File: src/rtl/video_pattern_gen.sv
// Video test-pattern source producing a 24-bit {b,g,r} pixel stream with DE,
// HSYNC and VSYNC. It runs programmable line/frame timing counters and one of
// four selectable test patterns. All outputs are registered with one cycle of
// latency behind the counters.
module video_pattern_gen #(
  parameter int H_ACTIVE = 1280,
  parameter int H_FP     = 110,
  parameter int H_SYNC   = 40,
  parameter int H_BP     = 220,
  parameter int V_ACTIVE = 720,
  parameter int V_FP     = 5,
  parameter int V_SYNC   = 5,
  parameter int V_BP     = 20,
  parameter int SYNC_POL = 1
) (
  input  logic        clk,
  input  logic        rst,
  input  logic        en,
  input  logic [1:0]  pattern_sel,
  input  logic [23:0] solid_rgb,
  output logic [23:0] rgb_out,
  output logic        de_out,
  output logic        hsync_out,
  output logic        vsync_out,
  output logic        frame_start
);

  localparam int H_TOTAL = H_ACTIVE + H_FP + H_SYNC + H_BP;
  localparam int V_TOTAL = V_ACTIVE + V_FP + V_SYNC + V_BP;
  localparam int HW      = $clog2(H_TOTAL);
  localparam int VW      = $clog2(V_TOTAL);
  localparam int BAR_W   = H_ACTIVE / 8;
  localparam int BW      = $clog2(BAR_W + 1);

  localparam logic            POL      = (SYNC_POL != 0);
  localparam logic [HW-1:0]   H_LAST   = HW'(H_TOTAL - 1);
  localparam logic [HW-1:0]   H_ACT    = HW'(H_ACTIVE);
  localparam logic [HW-1:0]   HS_BEG   = HW'(H_ACTIVE + H_FP);
  localparam logic [HW-1:0]   HS_END   = HW'(H_ACTIVE + H_FP + H_SYNC);
  localparam logic [VW-1:0]   V_LAST   = VW'(V_TOTAL - 1);
  localparam logic [VW-1:0]   V_ACT    = VW'(V_ACTIVE);
  localparam logic [VW-1:0]   VS_BEG   = VW'(V_ACTIVE + V_FP);
  localparam logic [VW-1:0]   VS_END   = VW'(V_ACTIVE + V_FP + V_SYNC);
  localparam logic [BW-1:0]   BAR_LAST = BW'(BAR_W - 1);

  typedef enum logic [1:0] {
    PAT_BARS    = 2'd0,
    PAT_CHECKER = 2'd1,
    PAT_GRAY    = 2'd2,
    PAT_SOLID   = 2'd3
  } pattern_t;

  logic [HW-1:0] h_cnt;
  logic [VW-1:0] v_cnt;
  logic [2:0]    bar_idx;
  logic [BW-1:0] bar_pix;
  pattern_t      pat_q;
  logic [23:0]   solid_q;

  logic          line_end;
  logic          frame_origin;
  logic          de;
  logic          hs;
  logic          vs;
  logic          h_bit5;
  logic          v_bit5;
  pattern_t      sel_eff;
  logic [23:0]   solid_eff;
  logic [23:0]   pix_rgb;

  // Position decode; at the frame origin the live pattern inputs are used so
  // a newly latched selection applies to pixel (0,0) itself
  always_comb begin
    line_end     = (h_cnt == H_LAST);
    frame_origin = (h_cnt == '0) && (v_cnt == '0);
    de           = (h_cnt < H_ACT) && (v_cnt < V_ACT);
    hs           = (h_cnt >= HS_BEG) && (h_cnt < HS_END);
    vs           = (v_cnt >= VS_BEG) && (v_cnt < VS_END);
    h_bit5       = (h_cnt & HW'(32)) != '0;
    v_bit5       = (v_cnt & VW'(32)) != '0;
    sel_eff      = frame_origin ? pattern_t'(pattern_sel) : pat_q;
    solid_eff    = frame_origin ? solid_rgb : solid_q;
  end

  // Horizontal and vertical counters; idle forces them back to the origin
  always_ff @(posedge clk or posedge rst) begin
    if (rst) begin
      h_cnt <= '0;
      v_cnt <= '0;
    end else if (!en) begin
      h_cnt <= '0;
      v_cnt <= '0;
    end else if (line_end) begin
      h_cnt <= '0;
      v_cnt <= (v_cnt == V_LAST) ? '0 : v_cnt + VW'(1);
    end else begin
      h_cnt <= h_cnt + HW'(1);
    end
  end

  // Colour-bar tracker: bar index follows h_cnt and saturates on the last bar
  always_ff @(posedge clk or posedge rst) begin
    if (rst) begin
      bar_idx <= '0;
      bar_pix <= '0;
    end else if (!en || line_end) begin
      bar_idx <= '0;
      bar_pix <= '0;
    end else if (bar_pix == BAR_LAST) begin
      bar_pix <= '0;
      if (bar_idx != 3'd7) begin
        bar_idx <= bar_idx + 3'd1;
      end
    end else begin
      bar_pix <= bar_pix + BW'(1);
    end
  end

  // Pattern selection is captured only at the frame origin to avoid tearing
  always_ff @(posedge clk or posedge rst) begin
    if (rst) begin
      pat_q   <= PAT_BARS;
      solid_q <= '0;
    end else if (frame_origin) begin
      pat_q   <= pattern_t'(pattern_sel);
      solid_q <= solid_rgb;
    end
  end

  // Pixel colour for the current counter position
  always_comb begin
    pix_rgb = '0;
    case (sel_eff)
      PAT_BARS: begin
        case (bar_idx)
          3'd0:    pix_rgb = 24'hFFFFFF;
          3'd1:    pix_rgb = 24'h00FFFF;
          3'd2:    pix_rgb = 24'hFFFF00;
          3'd3:    pix_rgb = 24'h00FF00;
          3'd4:    pix_rgb = 24'hFF00FF;
          3'd5:    pix_rgb = 24'h0000FF;
          3'd6:    pix_rgb = 24'hFF0000;
          default: pix_rgb = 24'h000000;
        endcase
      end
      PAT_CHECKER: pix_rgb = (h_bit5 ^ v_bit5) ? 24'hFFFFFF : 24'h000000;
      PAT_GRAY:    pix_rgb = {3{8'(h_cnt)}};
      PAT_SOLID:   pix_rgb = solid_eff;
      default:     pix_rgb = '0;
    endcase
  end

  // Registered outputs, one cycle behind the counters; idle drives blanking
  always_ff @(posedge clk or posedge rst) begin
    if (rst) begin
      rgb_out     <= '0;
      de_out      <= 1'b0;
      hsync_out   <= ~POL;
      vsync_out   <= ~POL;
      frame_start <= 1'b0;
    end else if (!en) begin
      rgb_out     <= '0;
      de_out      <= 1'b0;
      hsync_out   <= ~POL;
      vsync_out   <= ~POL;
      frame_start <= 1'b0;
    end else begin
      rgb_out     <= de ? pix_rgb : '0;
      de_out      <= de;
      hsync_out   <= hs ? POL : ~POL;
      vsync_out   <= vs ? POL : ~POL;
      frame_start <= frame_origin;
    end
  end

endmodule
File: config.mk
export PLATFORM = sky130hd
export DESIGN_NAME = video_pattern_gen
export DESIGN_NICKNAME = d
export VERILOG_FILES = /design/src/rtl/video_pattern_gen.sv
export SDC_FILE = /design/constraint.sdc
export NUM_CORES = 1
export LEC_CHECK = 0
export CAP_MARGIN = 20
export CORE_ASPECT_RATIO = 0.7
export CORE_MARGIN = 3
export CORE_UTILIZATION = 30
export CTS_CLUSTER_DIAMETER = 120
export CTS_CLUSTER_SIZE = 8
export DETAILED_ROUTE_END_ITERATION = 6
export HOLD_SLACK_MARGIN = 0.03
export MAX_ROUTING_LAYER = met4
export PLACE_DENSITY = 0.54
export REMOVE_ABC_BUFFERS = 1
export SLEW_MARGIN = 5
export SYNTH_ARGS = -nofsm -noshare
export SYNTH_HDL_FRONTEND = slang
export SYNTH_SLANG_ARGS = --single-unit
File: constraint.sdc
create_clock -name clk -period 2.9 [get_ports clk]
set_input_delay 0.725 -clock clk [delete_from_list [all_inputs] [get_ports clk]]
set_output_delay 0.725 -clock clk [all_outputs]
set_load 0.02 [all_outputs]
* Word-level counts from Yosys, hierarchy flattened
Cells that the tools add are included.
** Storage, ports and cells
- Register bits after elaboration :: 86
- Bits in latches :: 0
- RAM bits :: 0
- Memory bits (read-only) :: 0
- Input port bits :: 29
- Memories kept :: 0
** Operators by class
- Add/subtract/negate cells :: 4
- $mul :: 0
- Divide/modulo/power cells :: 0
- $lt $le $gt $ge :: 6
- Eq/ne operators :: 14
- Shifts and indexed selects :: 0
- Multiplexer cells :: 23
- Bitwise logic cells :: 1
- Reductions and logical operators :: 13
** Operators by type and width (number)
- one-hot mux 24 bit (7 select lines) :: 1
- 2-to-1 mux 24 bit :: 4
- one-hot mux 24 bit (4 select lines) :: 1
- 2-to-1 mux 10 bit :: 3
- < comparator 11 bit, second input constant :: 2
- 2-to-1 mux 11 bit :: 2
- < comparator 10 bit, second input constant :: 2
- 2-to-1 mux 8 bit :: 2
- adder 11 x 1 -> 11 bit, second input constant :: 1
- == test 11 bit, second input constant :: 1
- >= comparator 11 bit, second input constant :: 1
- zero test 11 bit :: 1
- adder 10 x 1 -> 10 bit, second input constant :: 1
- == test 10 bit, second input constant :: 1
- >= comparator 10 bit, second input constant :: 1
- zero test 10 bit :: 1
- == test 3 bit, second input constant :: 3
- 2-to-1 mux 3 bit :: 3
- adder 8 x 1 -> 8 bit, second input constant :: 1
- == test 8 bit, second input constant :: 1
- == test 3 x 2 -> 1 bit, second input constant :: 2
- 2-to-1 mux 1 bit :: 6
- == test 2 bit, second input constant :: 2
- logical AND 1 bit :: 4
- other kinds (13) :: 14

* Logic depth before layout (Yosys ltp)
- Depth after elaboration :: 7
- Gate-level depth with buffers :: 9
- Gate-level depth less buffers :: 7

* Worst setup path after synthesis
No wires, ideal clock.
- Path type :: register to register
- Start point :: register h_cnt[7]
- End point :: register rgb_out[16]
- Arrival time :: 2.304 ns
- Slack :: 0.497 ns
- Cell stages (with the launch flop) :: 10
- Path buffers :: 4
- Cells stage by stage :: dfrtp_1 -> buf_6 -> or4_1 -> buf_2 -> or3_1 -> buf_2 -> nor3_4 -> buf_6 -> o2bb2ai_1 -> a311oi_1
** On the way
- Cells in the longest elaborated chain, start to end :: 7
- Elaborated cells between the ends (all ways) :: 13
- Classes of those cells :: order compare (1); eq/ne (3); mux (5); reduce/logical (4)
** Ends and longest elaborated chain
- start: declaration :: RTL line 53 : logic [HW-1:0] h_cnt;
- start signal: assignment :: RTL line 97 : h_cnt <= h_cnt + HW'(1);
- zero test 11 bit :: RTL line 75 : frame_origin = (h_cnt == '0) && (v_cnt == '0);
- logical AND 1 bit :: RTL line 75
- 2-to-1 mux 2 bit
- == test 2 bit (tied with other cells) :: RTL line 133 : case (sel_eff)
- one-hot mux 24 bit (4 select lines) :: RTL line 133
- 2-to-1 mux 24 bit * :: RTL line 168 : rgb_out <= de ? pix_rgb : '0;
- 2-to-1 mux 24 bit * :: RTL line 161 : end else if (!en) begin
- end signal: assignment :: RTL line 168
- end: declaration :: RTL line 21 : output logic [23:0] rgb_out,
Every way passes the cells marked *; elsewhere a longest branch is shown, timed or not.
A chain may end at the register's enable or synchronous reset.

* Worst setup path after layout
- Start point :: register v_cnt[7]
- End point :: register rgb_out[16]
** On the way
- Cells in the longest elaborated chain, start to end :: 7
- Elaborated cells between the ends (all ways) :: 13
- Classes of those cells :: order compare (1); eq/ne (3); mux (5); reduce/logical (4)
** Ends and longest elaborated chain
- start: declaration :: RTL line 54 : logic [VW-1:0] v_cnt;
- start signal: assignment :: RTL line 95 : v_cnt <= (v_cnt == V_LAST) ? '0 : v_cnt + VW'(1);
- zero test 10 bit :: RTL line 75
- logical AND 1 bit :: RTL line 75
- 2-to-1 mux 2 bit
- == test 2 bit (tied with other cells) :: RTL line 133
- one-hot mux 24 bit (4 select lines) :: RTL line 133
- 2-to-1 mux 24 bit * :: RTL line 168
- 2-to-1 mux 24 bit * :: RTL line 161
Marked as above.

==> metrics <==
Max H-tree Level=3; latest clock arrival within the worst-skew pair=0.34 ns; first-pass GRT wire length=18400 um; area grow syn2layout=27.1%; PortBufs=56; Yosys cell types=45; VDD IR max=0.310 mV; Layout Nets=547; placed cell area=5160 um2; Synth Area in Compound Gates=19.1%; Psw=0.869 mW; final hold violation count=0; CP cell instances=or4_1 -> or3_1 -> o21ai_1 -> a211oi_2 -> buf_4 -> a311oi_1; Top Ports=57; largest net degree at the start of global routing=78; core area=13600 um2; total CTS buffers=9; Final min period=2.63 ns; Slew @ Worst Pin=0.585 ns; WP buf/inv=1; Crit. End Element=flip-flop; sw frac=27.3%; CTS Sinks=86; Vias per Instance=5.13; Req. time, crit path=3.14 ns; drt pass-1 iters=5; final std cells w/o fill=694; Leakage=2.31 nW; clock network fraction of total power=36.6%; post-synth top area share=50.0%; Syn Area/Cell=9.75 um2; top cells by instance count after synthesis=dfrtp_1 (86), nand3_1 (46), nand2_1 (42), o21ai_0 (41), nor2_1 (31); Pwr Density=582 nW/um2; GR Overflow Total=0; Hold WS=0.490 ns; CP arrival=2.87 ns; Crit Path Category=flip-flop to flip-flop; worst setup skew after layout=0.00414 ns; Yosys warning count=0; Slew HR=60.7%; Post-Synth XOR/XNOR Area=3.46%; Remaining DRCs=0; Multi-input gate area=1990 um2; FP Rows=35; period utilization=90.5%; Worst-path clk slew=0.06 ns; register area=2150 um2; Yosys reg bits=86; RSZ-0062 raised after global routing=false; Detail Placement HPWL=8210 um; post-synthesis mux area share=0.727%; Util after Layout=40.3%; combinational family with the most area after synthesis=compound AO/OA/AOI/OAI gates; Max-Cap Viols=0; Slew Limit Fails=0; Max Fanout on Critical Path=10; CTS tree=done; achievable frequency=381 MHz; ant diodes=0; CTS max path bufs=2; Synth area leaders=dfrtp_1 (50%), nand3_1 (5.4%), o2bb2ai_1 (4.9%), o21ai_0 (4.8%), ha_1 (4.1%); setup repair bufs after CTS=0; clk root buf=clkbuf_16; GPL Wtd Cong=0.818; Logic pwr share=19.8%; outcome=completed; drt first-iter violations=261; number of global-route vias before repair=3473; Via Count=3562; die area=15800 um2; area leader, netlist=dfrtp_1; Initial Util=31.7%; prevailing post-synth register cell=dfrtp_1; Startpoint Class=flip-flop; overall routing resource usage=14.9%; Setup violations, final=0; final instance area=5470 um2; Adder-Cell Fraction of Synth Area=4.07%; Post-Syn Instances=441; CP max stage cell=or4_1; FFs w/ async S/R, synth=100%; dpl cells=678; slowest cell delay on critical path=0.61 ns; delay-heaviest family, CP=simple AND/OR/NAND/NOR gates; synthesized cell area=4300 um2; sequential area share after synthesis=50.0%; total routed wirelength=11300 um; Wirelength per Cell=16.2 um; Seq pwr share=43.6%; HP Class=flip-flop to flip-flop; filler cell count=1358; Post-Synth Simple-Gate Area=18.6%; CTS Hold Buffers Added=0; # resized after CTS=0; die span in y=106 um; EDFF count, synth=0; post-route antenna net violation count=0; internal power=2.31 mW; top-count cell post-synth=dfrtp_1; layout cells sized above 1=9.23%; initial antenna violation count=0; Die W=149 um
## power groups by stage
stage | clock (mW) | sequential [mW] | combinational (mW)
after floorplan | 0 | 1.46 | 0.277
after CTS | 1.19 | 1.39 | 0.635
after detailed placement | 0 | 1.41 | 0.634
after global routing | 1.24 | 1.40 | 0.690
final | 1.16 | 1.39 | 0.631
after global placement | 0 | 1.41 | 0.630
## per-layer routing
metal / routed length (um) / up-vias / global-route usage [%] / share of wire (%)
met1: 6080 / 1726 / 22.7 / 54
met3: 643 / 9 / 3.75 / 5.7
met2: 4430 / 106 / 19.6 / 39
li1: - / 1721 / - / -
met4: 116 / 0 / 3.53 / 1.0
met5: 0 / - / - / 0
## final cells by class
class                   instances  area share, %
inverters                      13          0.915
clock buffers                  13           4.76
clock inverters                 3          0.778
repair buffers                 79           13.6
multi-input cells             315           36.3
flip-flops and latches         86           39.4
well taps                     185           4.23
## through the flow
stage | setup TNS, ns | power [mW] | worst slack [ns]
finish | 0 | 3.18 | 0.274
global route | 0 | 3.33 | 0.0995
CTS | 0 | 3.22 | 0.280
detailed placement | 0 | 2.04 | 0.259
global placement | 0 | 2.04 | 0.342
floorplan | -8.19 | 1.74 | -0.163
## worst reg2reg max path, cell delays in order (launching register included)
cell and delay [ns]:
dfrtp_1 0.44, or4_1 0.61, or3_1 0.54, o21ai_1 0.38
a211oi_2 0.12, buf_4 0.20, a311oi_1 0.24
## state kept, by name, indices dropped and copies added, names as in the netlist
| name | flops |
|---|---|
| rgb_out | 24 |
| de_out | 1 |
| v_cnt | 10 |
| hsync_out | 1 |
| solid_q | 24 |
| bar_pix | 8 |
| pat_q | 2 |
| bar_idx | 3 |
| vsync_out | 1 |
| h_cnt | 11 |
| frame_start | 1 |
## cell families (layout without fill, tap and decap cells)
logic type / after synthesis / after routing
and+or+nand+nor: 163 / 163
xor gates and xnor gates: 17 / 17
buffers and inverters: 40 / 108
adders and majority gates: 14 / 14
AOI/OAI and AO/OA: 118 / 118
muxes: 3 / 3
DFF: 86 / 86
## layout by cell type, fill, tap and decap left out, drive strengths merged, types with 6 or more instances in the layout
master         Yosys  final
dfrtp             86     86
clkdlybuf4s50      0     56
nand3             46     46
o21ai             44     44
nand2             42     42
nor2              31     31
o2bb2ai           24     24
buf                8     23
a211oi            18     18
ha                14     14
clkbuf            19     13
inv               13     12
xnor2             10     10
a311oi             9      9
and3               8      8
xor2               7      7
nor3               7      7
nor2b              6      6
a21oi              6      6
## worst paths after layout
| path | from | endpoint | slack, ns | depth (start not counted) |
|---|---|---|---|---|
| worst max-delay path | v_cnt[7] | rgb_out[16] | 0.27 | 6 |
| worst min-delay path | bar_pix[0] | bar_pix[0] | 0.49 | 1 |
| worst max register to register | v_cnt[7] | rgb_out[16] | 0.27 | 6 |
| worst min register to register | bar_pix[0] | bar_pix[0] | 0.49 | 1 |
| max in group asynchronous | rst | solid_q[2] | 1.61 | 3 |
| min in group asynchronous | rst | vsync_out | 0.62 | 2 |
Note: power is estimated with default switching activity, not from simulation.
